### src/rtl/seg7_scan_mux_pkg.sv
// Shared constants and the hex-to-segment encoder for the multiplexed 7-segment driver.
package seg7_pkg;

  localparam logic [6:0] SEG_BLANK = 7'b1111111;

  // Active-low {a,b,c,d,e,f,g}; lowercase b and d keep them distinct from 8 and 0.
  function automatic logic [6:0] hex_to_seg7(input logic [3:0] nib);
    logic [6:0] seg;
    seg = SEG_BLANK;
    case (nib)
      4'h0: seg = 7'b0000001;
      4'h1: seg = 7'b1001111;
      4'h2: seg = 7'b0010010;
      4'h3: seg = 7'b0000110;
      4'h4: seg = 7'b1001100;
      4'h5: seg = 7'b0100100;
      4'h6: seg = 7'b0100000;
      4'h7: seg = 7'b0001111;
      4'h8: seg = 7'b0000000;
      4'h9: seg = 7'b0001100;
      4'hA: seg = 7'b0001000;
      4'hB: seg = 7'b1100000;
      4'hC: seg = 7'b0110001;
      4'hD: seg = 7'b1000010;
      4'hE: seg = 7'b0110000;
      4'hF: seg = 7'b0111000;
      default: seg = SEG_BLANK;
    endcase
    return seg;
  endfunction

endpackage

### src/rtl/seg7_scan_mux_if.sv
// Datapath-side value/decimal-point request bus and board-side segment/anode pins.
interface seg7_scan_mux_if #(
  parameter int NUM_DIGITS = 4
);
  logic [4*NUM_DIGITS-1:0] value;
  logic [NUM_DIGITS-1:0]   dp_in;
  logic                    lz_blank_en;
  logic [6:0]              seg;
  logic                    dp;
  logic [NUM_DIGITS-1:0]   enable;
  logic                    frame_done;

  modport master (
    output value, dp_in, lz_blank_en,
    input  seg, dp, enable, frame_done
  );

  modport slave (
    input  value, dp_in, lz_blank_en,
    output seg, dp, enable, frame_done
  );
endinterface

### src/rtl/seg7_scan_mux_lz_detect.sv
// Leading-zero mask: digit i is a leading zero when every nibble and dp bit at or above i is 0.
module seg7_lz_detect #(
  parameter int NUM_DIGITS = 4
) (
  input  logic [4*NUM_DIGITS-1:0] value,
  input  logic [NUM_DIGITS-1:0]   dp,
  output logic [NUM_DIGITS-1:0]   lz_mask
);

  logic zero_run;

  // Digit 0 always shows, so a zero value still displays a single 0.
  always_comb begin
    zero_run = 1'b1;
    lz_mask  = '0;
    for (int i = NUM_DIGITS - 1; i >= 0; i--) begin
      zero_run   = zero_run && (value[i*4 +: 4] == 4'h0) && !dp[i];
      lz_mask[i] = (i != 0) && zero_run;
    end
  end

endmodule

### src/rtl/seg7_scan_mux.sv
// Multiplexed 7-segment scanner: slot prescaler, digit index, frame snapshot, registered pin drive.
module seg7_scan_mux
  import seg7_pkg::*;
#(
  parameter int NUM_DIGITS   = 4,
  parameter int DIV          = 100000,
  parameter int BLANK_CYCLES = 16
) (
  input logic           internal_clk,
  input logic           rst_n,
  seg7_scan_mux_if.slave bus
);

  localparam int TICK_W = $clog2(DIV);
  localparam int IDX_W  = (NUM_DIGITS > 1) ? $clog2(NUM_DIGITS) : 1;
  localparam logic [TICK_W-1:0] TICK_LAST = TICK_W'(DIV - 1);
  localparam logic [IDX_W-1:0]  IDX_LAST  = IDX_W'(NUM_DIGITS - 1);
  localparam logic [TICK_W-1:0] BLANK_END = TICK_W'(BLANK_CYCLES);
  localparam bit BLANK_EN = (BLANK_CYCLES > 0) && (NUM_DIGITS > 1);

  logic [TICK_W-1:0]         tick_q, tick_d;
  logic [IDX_W-1:0]          idx_q, idx_d;
  logic [4*NUM_DIGITS-1:0]   shadow_value_q, shadow_value_d;
  logic [NUM_DIGITS-1:0]     shadow_dp_q, shadow_dp_d;
  logic                      shadow_lz_q, shadow_lz_d;
  logic [6:0]                seg_q, seg_d;
  logic                      dp_q, dp_d;
  logic [NUM_DIGITS-1:0]     enable_q, enable_d;
  logic                      frame_done_q, frame_done_d;

  logic [NUM_DIGITS-1:0]     lz_mask;
  logic [3:0]                nibble;
  logic                      digit_dp;
  logic                      digit_lz;
  logic                      tick_last;
  logic                      snap;

  seg7_lz_detect #(.NUM_DIGITS(NUM_DIGITS)) u_lz_detect (
    .value   (shadow_value_q),
    .dp      (shadow_dp_q),
    .lz_mask (lz_mask)
  );

  always_comb begin
    nibble   = 4'h0;
    digit_dp = 1'b0;
    digit_lz = 1'b0;
    for (int i = 0; i < NUM_DIGITS; i++) begin
      if (idx_q == IDX_W'(i)) begin
        nibble   = shadow_value_q[i*4 +: 4];
        digit_dp = shadow_dp_q[i];
        digit_lz = lz_mask[i];
      end
    end
  end

  always_comb begin
    tick_last      = (tick_q == TICK_LAST);
    snap           = tick_last && (idx_q == IDX_LAST);
    tick_d         = tick_last ? '0 : tick_q + 1'b1;
    idx_d          = idx_q;
    shadow_value_d = shadow_value_q;
    shadow_dp_d    = shadow_dp_q;
    shadow_lz_d    = shadow_lz_q;

    if (tick_last) begin
      idx_d = (idx_q == IDX_LAST) ? '0 : idx_q + 1'b1;
    end
    // Inputs are only sampled at the frame boundary so a frame never mixes two values.
    if (snap) begin
      shadow_value_d = bus.value;
      shadow_dp_d    = bus.dp_in;
      shadow_lz_d    = bus.lz_blank_en;
    end

    frame_done_d = snap;
    if (BLANK_EN && (tick_q < BLANK_END)) begin
      enable_d = {NUM_DIGITS{1'b1}};
    end else begin
      enable_d = ~(NUM_DIGITS'(1) << idx_q);
    end
    if (shadow_lz_q && digit_lz) begin
      seg_d = SEG_BLANK;
      dp_d  = 1'b1;
    end else begin
      seg_d = hex_to_seg7(nibble);
      dp_d  = ~digit_dp;
    end
  end

  always_ff @(posedge internal_clk or negedge rst_n) begin
    if (!rst_n) begin
      tick_q         <= '0;
      idx_q          <= '0;
      shadow_value_q <= '0;
      shadow_dp_q    <= '0;
      shadow_lz_q    <= 1'b0;
      seg_q          <= SEG_BLANK;
      dp_q           <= 1'b1;
      enable_q       <= {NUM_DIGITS{1'b1}};
      frame_done_q   <= 1'b0;
    end else begin
      tick_q         <= tick_d;
      idx_q          <= idx_d;
      shadow_value_q <= shadow_value_d;
      shadow_dp_q    <= shadow_dp_d;
      shadow_lz_q    <= shadow_lz_d;
      seg_q          <= seg_d;
      dp_q           <= dp_d;
      enable_q       <= enable_d;
      frame_done_q   <= frame_done_d;
    end
  end

  assign bus.seg        = seg_q;
  assign bus.dp         = dp_q;
  assign bus.enable     = enable_q;
  assign bus.frame_done = frame_done_q;

endmodule

### src/flat_wrapper.sv
// flat-port wrapper written by rule: the top's interface ports become plain ports
module seg7_scan_mux_flat import seg7_pkg::*;
#(
  parameter int NUM_DIGITS   = 4,
  parameter int DIV          = 100000,
  parameter int BLANK_CYCLES = 16
)
  (internal_clk, rst_n, bus_value, bus_dp_in, bus_lz_blank_en, bus_seg, bus_dp, bus_enable, bus_frame_done);
  seg7_scan_mux_if #(.NUM_DIGITS(NUM_DIGITS)) bus_i ();
  input logic internal_clk;
  input logic rst_n;
  input wire logic [$bits(bus_i.value)-1:0] bus_value;
  input wire logic [$bits(bus_i.dp_in)-1:0] bus_dp_in;
  input wire logic [$bits(bus_i.lz_blank_en)-1:0] bus_lz_blank_en;
  output wire logic [$bits(bus_i.seg)-1:0] bus_seg;
  output wire logic [$bits(bus_i.dp)-1:0] bus_dp;
  output wire logic [$bits(bus_i.enable)-1:0] bus_enable;
  output wire logic [$bits(bus_i.frame_done)-1:0] bus_frame_done;
  assign bus_i.value = bus_value;
  assign bus_i.dp_in = bus_dp_in;
  assign bus_i.lz_blank_en = bus_lz_blank_en;
  assign bus_seg = bus_i.seg;
  assign bus_dp = bus_i.dp;
  assign bus_enable = bus_i.enable;
  assign bus_frame_done = bus_i.frame_done;
  seg7_scan_mux #(.NUM_DIGITS(NUM_DIGITS), .DIV(DIV), .BLANK_CYCLES(BLANK_CYCLES)) u_core (.internal_clk(internal_clk), .rst_n(rst_n), .bus(bus_i));
endmodule
### config.mk
export PLATFORM = sky130hd
export DESIGN_NAME = seg7_scan_mux_flat
export DESIGN_NICKNAME = d
export VERILOG_FILES = /design/src/rtl/seg7_scan_mux_pkg.sv /design/src/rtl/seg7_scan_mux_if.sv /design/src/rtl/seg7_scan_mux_lz_detect.sv /design/src/rtl/seg7_scan_mux.sv /design/src/flat_wrapper.sv
export SDC_FILE = /design/constraint.sdc
export NUM_CORES = 1
export LEC_CHECK = 0
export CAP_MARGIN = 20
export CORE_ASPECT_RATIO = 1.1
export CORE_MARGIN = 3
export CORE_UTILIZATION = 30
export DETAILED_ROUTE_END_ITERATION = 8
export PLACE_DENSITY = 0.48
export SETUP_SLACK_MARGIN = 0.15
export SLEW_MARGIN = 20
export SYNTH_ARGS = -nofsm -noshare
export SYNTH_HDL_FRONTEND = slang
export SYNTH_HIERARCHICAL = 1
export SYNTH_SLANG_ARGS = --single-unit
### constraint.sdc
create_clock -name internal_clk -period 2 [get_ports internal_clk]
set_input_delay 0.4 -clock internal_clk [delete_from_list [all_inputs] [get_ports internal_clk]]
set_output_delay 0.4 -clock internal_clk [all_outputs]
set_load 0.01 [all_outputs]
# --- Word-level counts from Yosys, hierarchy flattened ---
# Memory sizes are Yosys's and may differ from the RTL's.
# Cells that the tools add are included.
op_classes:
  addsub: 2
  magnitude_cmp: 1
  n_eq_ne: 4
  shift: 1
  mux: 16
  n_bitwise: 2
  reduce_logical: 14
op_table:
  columns: ["cell", "count"]
  rows:
  - ["2-to-1 mux 4 bit", 5]
  - ["adder 17 x 1 -> 17 bit, second input constant", 1]
  - ["== test 17 bit, second input constant", 1]
  - ["less-than comparator 17 x 5 -> 1 bit, second input constant", 1]
  - ["2-to-1 mux 17 bit", 1]
  - ["logical NOT 4 bit", 3]
  - ["2-to-1 mux 1 bit", 8]
  - ["logical AND 1 bit", 7]
  - ["2-to-1 mux 7 bit", 1]
  - ["== test 2 bit, second input constant", 2]
  - ["inverter 4 bit", 1]
  - ["left shift 1 x 2 -> 4 bit, first input constant", 1]
  - ["logical NOT 1 bit", 3]
  - ["adder 2 x 1 -> 2 bit, second input constant", 1]
  - ["== test 2 x 1 -> 1 bit, second input constant", 1]
  - ["logical NOT 2 bit", 1]
  - ["2-to-1 mux 2 bit", 1]
  - ["inverter 1 bit", 1]
totals:
  ff_bits: 53
  romBits: 112
  input_bits: 23
  out_inout_bits: 13
  word_cells: 50
  n_memories: 1
memory_table:
  columns: ["memory", "depth", "word_bits", "rd", "rd_ports_with_merged_regs", "write_ports", "line", "text"]
  rows:
  - ["(name not given)", 16, 7, 1, 0, 0, "seg7_scan_mux_pkg.sv:10", "case (nib)"]

# --- Longest topological paths before layout ---
logic_depth:
  word_depth: 11
  mapped_depth: 11
  depth_no_buf: 10

# --- Modules after synthesis ---
# The synthesis kept the hierarchy.
by_module_without_submodules:
  columns: ["mod", "instances", "cells_each", "area_each_um2", "seq_area_each_um2"]
  rows:
  - ["seg7_scan_mux", 1, 225, 2578.7, 1341.3]
  - ["seg7_lz_detect", 1, 9, 70.1, 0.0]

# --- Worst setup path before layout ---
# No wires, ideal clock.
synth_timing:
  path_kind: "register to register"
  startpoint: "register u_core.idx_q[0]"
  endpoint: "register u_core.seg_q[0] (netlist: u_core/bus.seg[0])"
  setup_time_ns: 0.084
  arrival_ns: 2.014
  t_required_ns: 1.916
  setup_slack_ns: -0.098
  stages_incl_launch_ff: 11
  n_path_buf: 1
  synth_period_minus_slack_ns: 2.098
  cell_sequence: "dfrtp_1 -> ha_1 -> buf_2 -> nand2b_1 -> o22ai_1 -> a21o_1 -> inv_1 -> ha_1 -> mux2_2 -> a22oi_1 -> nand2_1"
synth_via:
  elab_chain_len: 7
  word_cells_on_any_way: 14
  classes_between: "3 x eq/ne; 8 x mux; 2 x reduce/logical; 1 x memory"
synth_rtl:
  columns: ["element", "line", "text"]
  rows:
  - ["from (decl)", "seg7_scan_mux.sv:22", "logic [IDX_W-1:0] idx_q, idx_d;"]
  - ["from (signal assigned)", "seg7_scan_mux.sv:104", "idx_q <= idx_d;"]
  - ["logical NOT 2 bit", "seg7_scan_mux.sv:49", "if (idx_q == IDX_W'(i)) begin"]
  - ["2-to-1 mux 4 bit (4 in a row)", "seg7_scan_mux.sv:49", null]
  - ["memory read (16 x 7 bit)", null, null]
  - ["2-to-1 mux 7 bit *", "seg7_scan_mux.sv:82", "if (shadow_lz_q && digit_lz) begin"]
  - ["via u_core.seg_d[0]", "seg7_scan_mux.sv:26", "logic [6:0] seg_q, seg_d;"]
  - ["to (signal assigned)", "seg7_scan_mux.sv:108", "seg_q <= seg_d;"]
  - ["to (decl)", "seg7_scan_mux.sv:26", null]
# The timed path passes the listed nets; every way through them passes the cells marked *.
# A chain may end at the register's enable or synchronous reset.

# --- Worst setup path after layout ---
layout_timing:
  startpoint: "register u_core.shadow_value_q[10]"
  endpoint: "register u_core.seg_q[1] (netlist: u_core/bus.seg[1])"
layout_via:
  elab_chain_len: 10
  word_cells_on_any_way: 13
  classes_between: "6 x mux; 6 x reduce/logical; 1 x memory"
layout_rtl:
  columns: ["element", "line", "text"]
  rows:
  - ["from (decl)", "seg7_scan_mux.sv:23", "logic [4*NUM_DIGITS-1:0] shadow_value_q, shadow_value_d;"]
  - ["from (signal assigned)", "seg7_scan_mux.sv:105", "shadow_value_q <= shadow_value_d;"]
  - ["logical NOT 4 bit", "seg7_scan_mux_lz_detect.sv:17", "zero_run = zero_run && (value[i*4 +: 4] == 4'h0) && !dp[i];"]
  - ["logical AND 1 bit (2 in a row)", "seg7_scan_mux_lz_detect.sv:17", null]
  - ["via u_core.lz_mask[2]", "seg7_scan_mux.sv:31", "logic [NUM_DIGITS-1:0] lz_mask;"]
  - ["logical AND 1 bit (2 in a row)", "seg7_scan_mux_lz_detect.sv:17", null]
  - ["via u_core.lz_mask[1]", "seg7_scan_mux.sv:31", null]
  - ["2-to-1 mux 1 bit (3 in a row)", "seg7_scan_mux.sv:49", null]
  - ["logical AND 1 bit", "seg7_scan_mux.sv:82", null]
  - ["2-to-1 mux 7 bit", "seg7_scan_mux.sv:82", null]
  - ["via u_core.seg_d[1]", "seg7_scan_mux.sv:26", null]
# The timed path passes the listed nets, and every way through them passes these cells.

==> metrics.yaml <==
floorplanning:
  core_mm2: 0.00850
  design.die.area_mm2: 0.00999
  die_w_um: 95.6
  rows: 35
  io_pins: 36
  die_y_um: 105
  initial_core_util: 0.312
worst_setup_path:
  worstSetupEndpoint: "u_core/bus.seg[1]"
  rrSetupSlack_ns: -0.06
  critPathKind: "register to register"
  startpoint_type: "register"
  critPathMaxFanout: 8
  worstPathRequired_ns: 2.24
  worstSetupEndpointType: "register"
  rr_endpoint: "u_core/bus.seg[1]"
  arrival_ns: 2.30
  ff2ff_path_depth: 7
  cp-startpoint: "u_core/shadow_value_q[10]"
  timing.rr.start: "u_core/shadow_value_q[10]"
routing:
  drcViolationCount: 0
  drtIter0Drc: 50
  avgRoutedWirePerCell_um: 14.7
  vias: 2050
  drtPass1Iterations: 4
  detail-route-antenna-nets: 0
  routed_wl_um: 6350
  drt-vias-per-instance: 4.75
power_and_ir_drop:
  total_power_mw: 1.87
  leakagePower_nw: 1.72
  p_int_mw: 1.47
  power_density_mw_per_mm2: 477
  p_sw_uw: 393
  comb_power_share: 0.039
  ir_worst_vdd_mv: 0.274
  seqPwrFrac: 0.574
  p_clk_frac: 0.387
  swShare: 0.211
cts:
  cts_tree: "done"
  cts.sinks: 53
  clkTransAtPathRegs_ns: 0.10
  clock_path_buffers: 2
  cts_made_buffers: 5
  clk_latency_ns: 0.31
  holdBufCountCts: 0
  htreeDepth: 2
  clockRootBuffer: "clkbuf_8"
run_status:
  status: "finished with violations"
  violations: "setup timing"
logic_synthesis:
  syn_inst: 234
  syn_avg_cell_area_um2: 11.3
  async_reset_ff_frac: 1.00
  synthAdderAreaFrac: 0.0520
  syn_nets: 268
  synthMuxAreaShare: 0.105
  synthSimpleGateAreaFrac: 0.176
  synth_top_family_by_area: "simple AND/OR/NAND/NOR gates"
  synth_cell_types: 40
  ys_ff_latch: 53
  synth_area_mm2: 0.00265
  seq_area_frac_synth: 0.506
  synthFlopType: "dfrtp_1"
  synth_compound_area_frac: 0.0770
  synth_edf_count: 0
  synth_xor_area_frac: 0.0496
  yosysWarnings: 6
grt:
  gr-total-overflow: 0
  grt_pass1_vias: 2016
  grt_max_degree: 54
  grt_pass1_wl_um: 10200
  grt_usage: 0.128
  antenna_found_initial: 0
sta:
  slew-limit-headroom: 0.659
  period_minus_slack_ns: 2.06
  finalHoldViolCount: 0
  rsz0062_at_grt: "true"
  fin_crit_sh: 1.03
  finalSetupTns_ns: -0.365
  fin_ws_ns: -0.0639
  worst_pin_slew_ns: 0.508
  setup_violations: 8
  max_freq_mhz: 485
  skew_ns: 0.00638
  slew_viol_final: 0
worst_hold_path:
  min-delay-path-class: "input port to async pin"
layout:
  drive_above_1_share: 0.396
  finalNonFillerCells: 432
  antenna_cells: 0
  nFillCells: 813
  finish.net_count: 354
  synthToLayoutAreaGrowth_pct: 47.7
  utilization: 0.461
placed_design:
  hpwl_um: 4260
  port_buffers: 35
  gp_congestion: 0.784
  post-place-ws_ns: -0.161
  placed_cells: 413
run:
  cap_violations: 0
cell families (layout without fill, tap and decap cells):
| family | Yosys count | in the layout |
|---|---|---|
| DFF | 53 | 53 |
| AOI/OAI and AO/OA | 26 | 26 |
| other | 1 | 1 |
| adders and majority gates | 11 | 11 |
| and+or+nand+nor | 87 | 87 |
| muxes | 25 | 25 |
| buffers and inverters | 16 | 103 |
| xor gates and xnor gates | 15 | 15 |
registers in the layout (all words and copies together), names as in the netlist:
| register | count |
|---|---|
| u_core/shadow_lz_q | 1 |
| u_core/idx_q | 2 |
| u_core/shadow_value_q | 16 |
| u_core/shadow_dp_q | 4 |
| u_core/bus.frame_done | 1 |
| u_core/tick_q | 17 |
| u_core/bus.enable | 4 |
| u_core/bus.seg | 7 |
| u_core/bus.dp | 1 |
cell usage after synthesis (3+ instances only):
library cell	count	share of area
dfrtp_1	41	0.39
mux2_2	23	0.098
nand2_1	23	0.033
nor2_1	19	0.027
dfstp_2	12	0.12
ha_1	11	0.052
nand3_1	9	0.017
nor2b_1	8	0.019
xnor2_1	8	0.026
inv_1	7	0.0099
xor2_1	7	0.023
buf_2	6	0.011
nand4_1	5	0.012
nor3_1	5	0.0094
a211oi_1	4	0.011
and3_1	4	0.0094
o211ai_1	4	0.011
o21ai_0	3	0.0057
o31ai_1	3	0.0085
or4_1	3	0.0085
worst max-delay path, cell delays in order, from the launching register on:
cell and delay, ns:
dfrtp_1 0.39, or4_4 0.55, nor4_4 0.24, and3_1 0.20, a221oi_2 0.06, o31ai_1 0.23
nand2_2 0.17, o211ai_1 0.13
repair_timing:
action | in CTS | in global routing
gates resized for setup | 40 | 9
setup buffers | 5 | 3
pin swaps | 14 | 6
gates cloned | 1 | 2
endpoints found under the setup margin | 29 | 30
cells in the final DEF (no fill, tap or decap), types with 4 or more instances in the layout:
cell             instances
nor2b_1                  7
ha_1                     5
nor2_1                  18
dfrtp_1                 40
dfstp_2                 12
clkdlybuf4s50_1         34
clkbuf_8                 6
mux2_4                  21
o211ai_1                 4
nand3_1                  9
nor3_1                   5
nand2_1                 22
xnor2_1                  8
nand4_1                  5
ha_4                     6
xor2_1                   7
buf_4                   44
routing by layer:
metal	track usage	part of all wire
met4	0.0346	0.014
met1	0.181	0.46
met3	0.0259	0.033
met5	0	0
met2	0.198	0.49
power by group through the flow:
stage	sequential (mW)	clock (mW)	combinational [mW]
2_1_floorplan	1.09	0	0.00382
3_3_place_gp	1.09	0	0.0721
3_5_place_dp	1.09	0	0.0721
4_1_cts	1.07	0.748	0.0747
5_1_grt	1.07	0.786	0.0799
6_report	1.07	0.722	0.0721
cell type report:
cell class | count | area [um^2] | share of cell area
clock buffer | 8 | 111 | 0.0285
inverter | 7 | 28.8 | 0.00736
multi-input combinational | 165 | 1440 | 0.369
sequential | 53 | 1340 | 0.343
tap | 111 | 139 | 0.0355
timing repair buffer | 88 | 847 | 0.217
worst min path at each step:
| stage | to | slack [ns] | cells past startpoint | startpoint |
|---|---|---|---|---|
| after detailed placement | u_core/shadow_value_q[3] | 0.42 | 2 | rst_n |
| final | u_core/shadow_value_q[3] | 0.06 | 2 | rst_n |
| after CTS | u_core/shadow_value_q[9] | 0.08 | 2 | rst_n |
| after global placement | u_core/shadow_value_q[3] | 0.42 | 2 | rst_n |
| after global routing | u_core/shadow_value_q[3] | 0.08 | 2 | rst_n |
| after floorplan | u_core/bus.frame_done | 0.10 | 0 | rst_n |
stage by stage:
stage               area (um^2)  hold WS [ns]
floorplan                  2690         0.104
global placement           3440         0.423
detailed placement         3440         0.423
CTS                        3770        0.0829
global route               3910        0.0850
finish                     3910        0.0643
(Power assumes the default switching activity.)
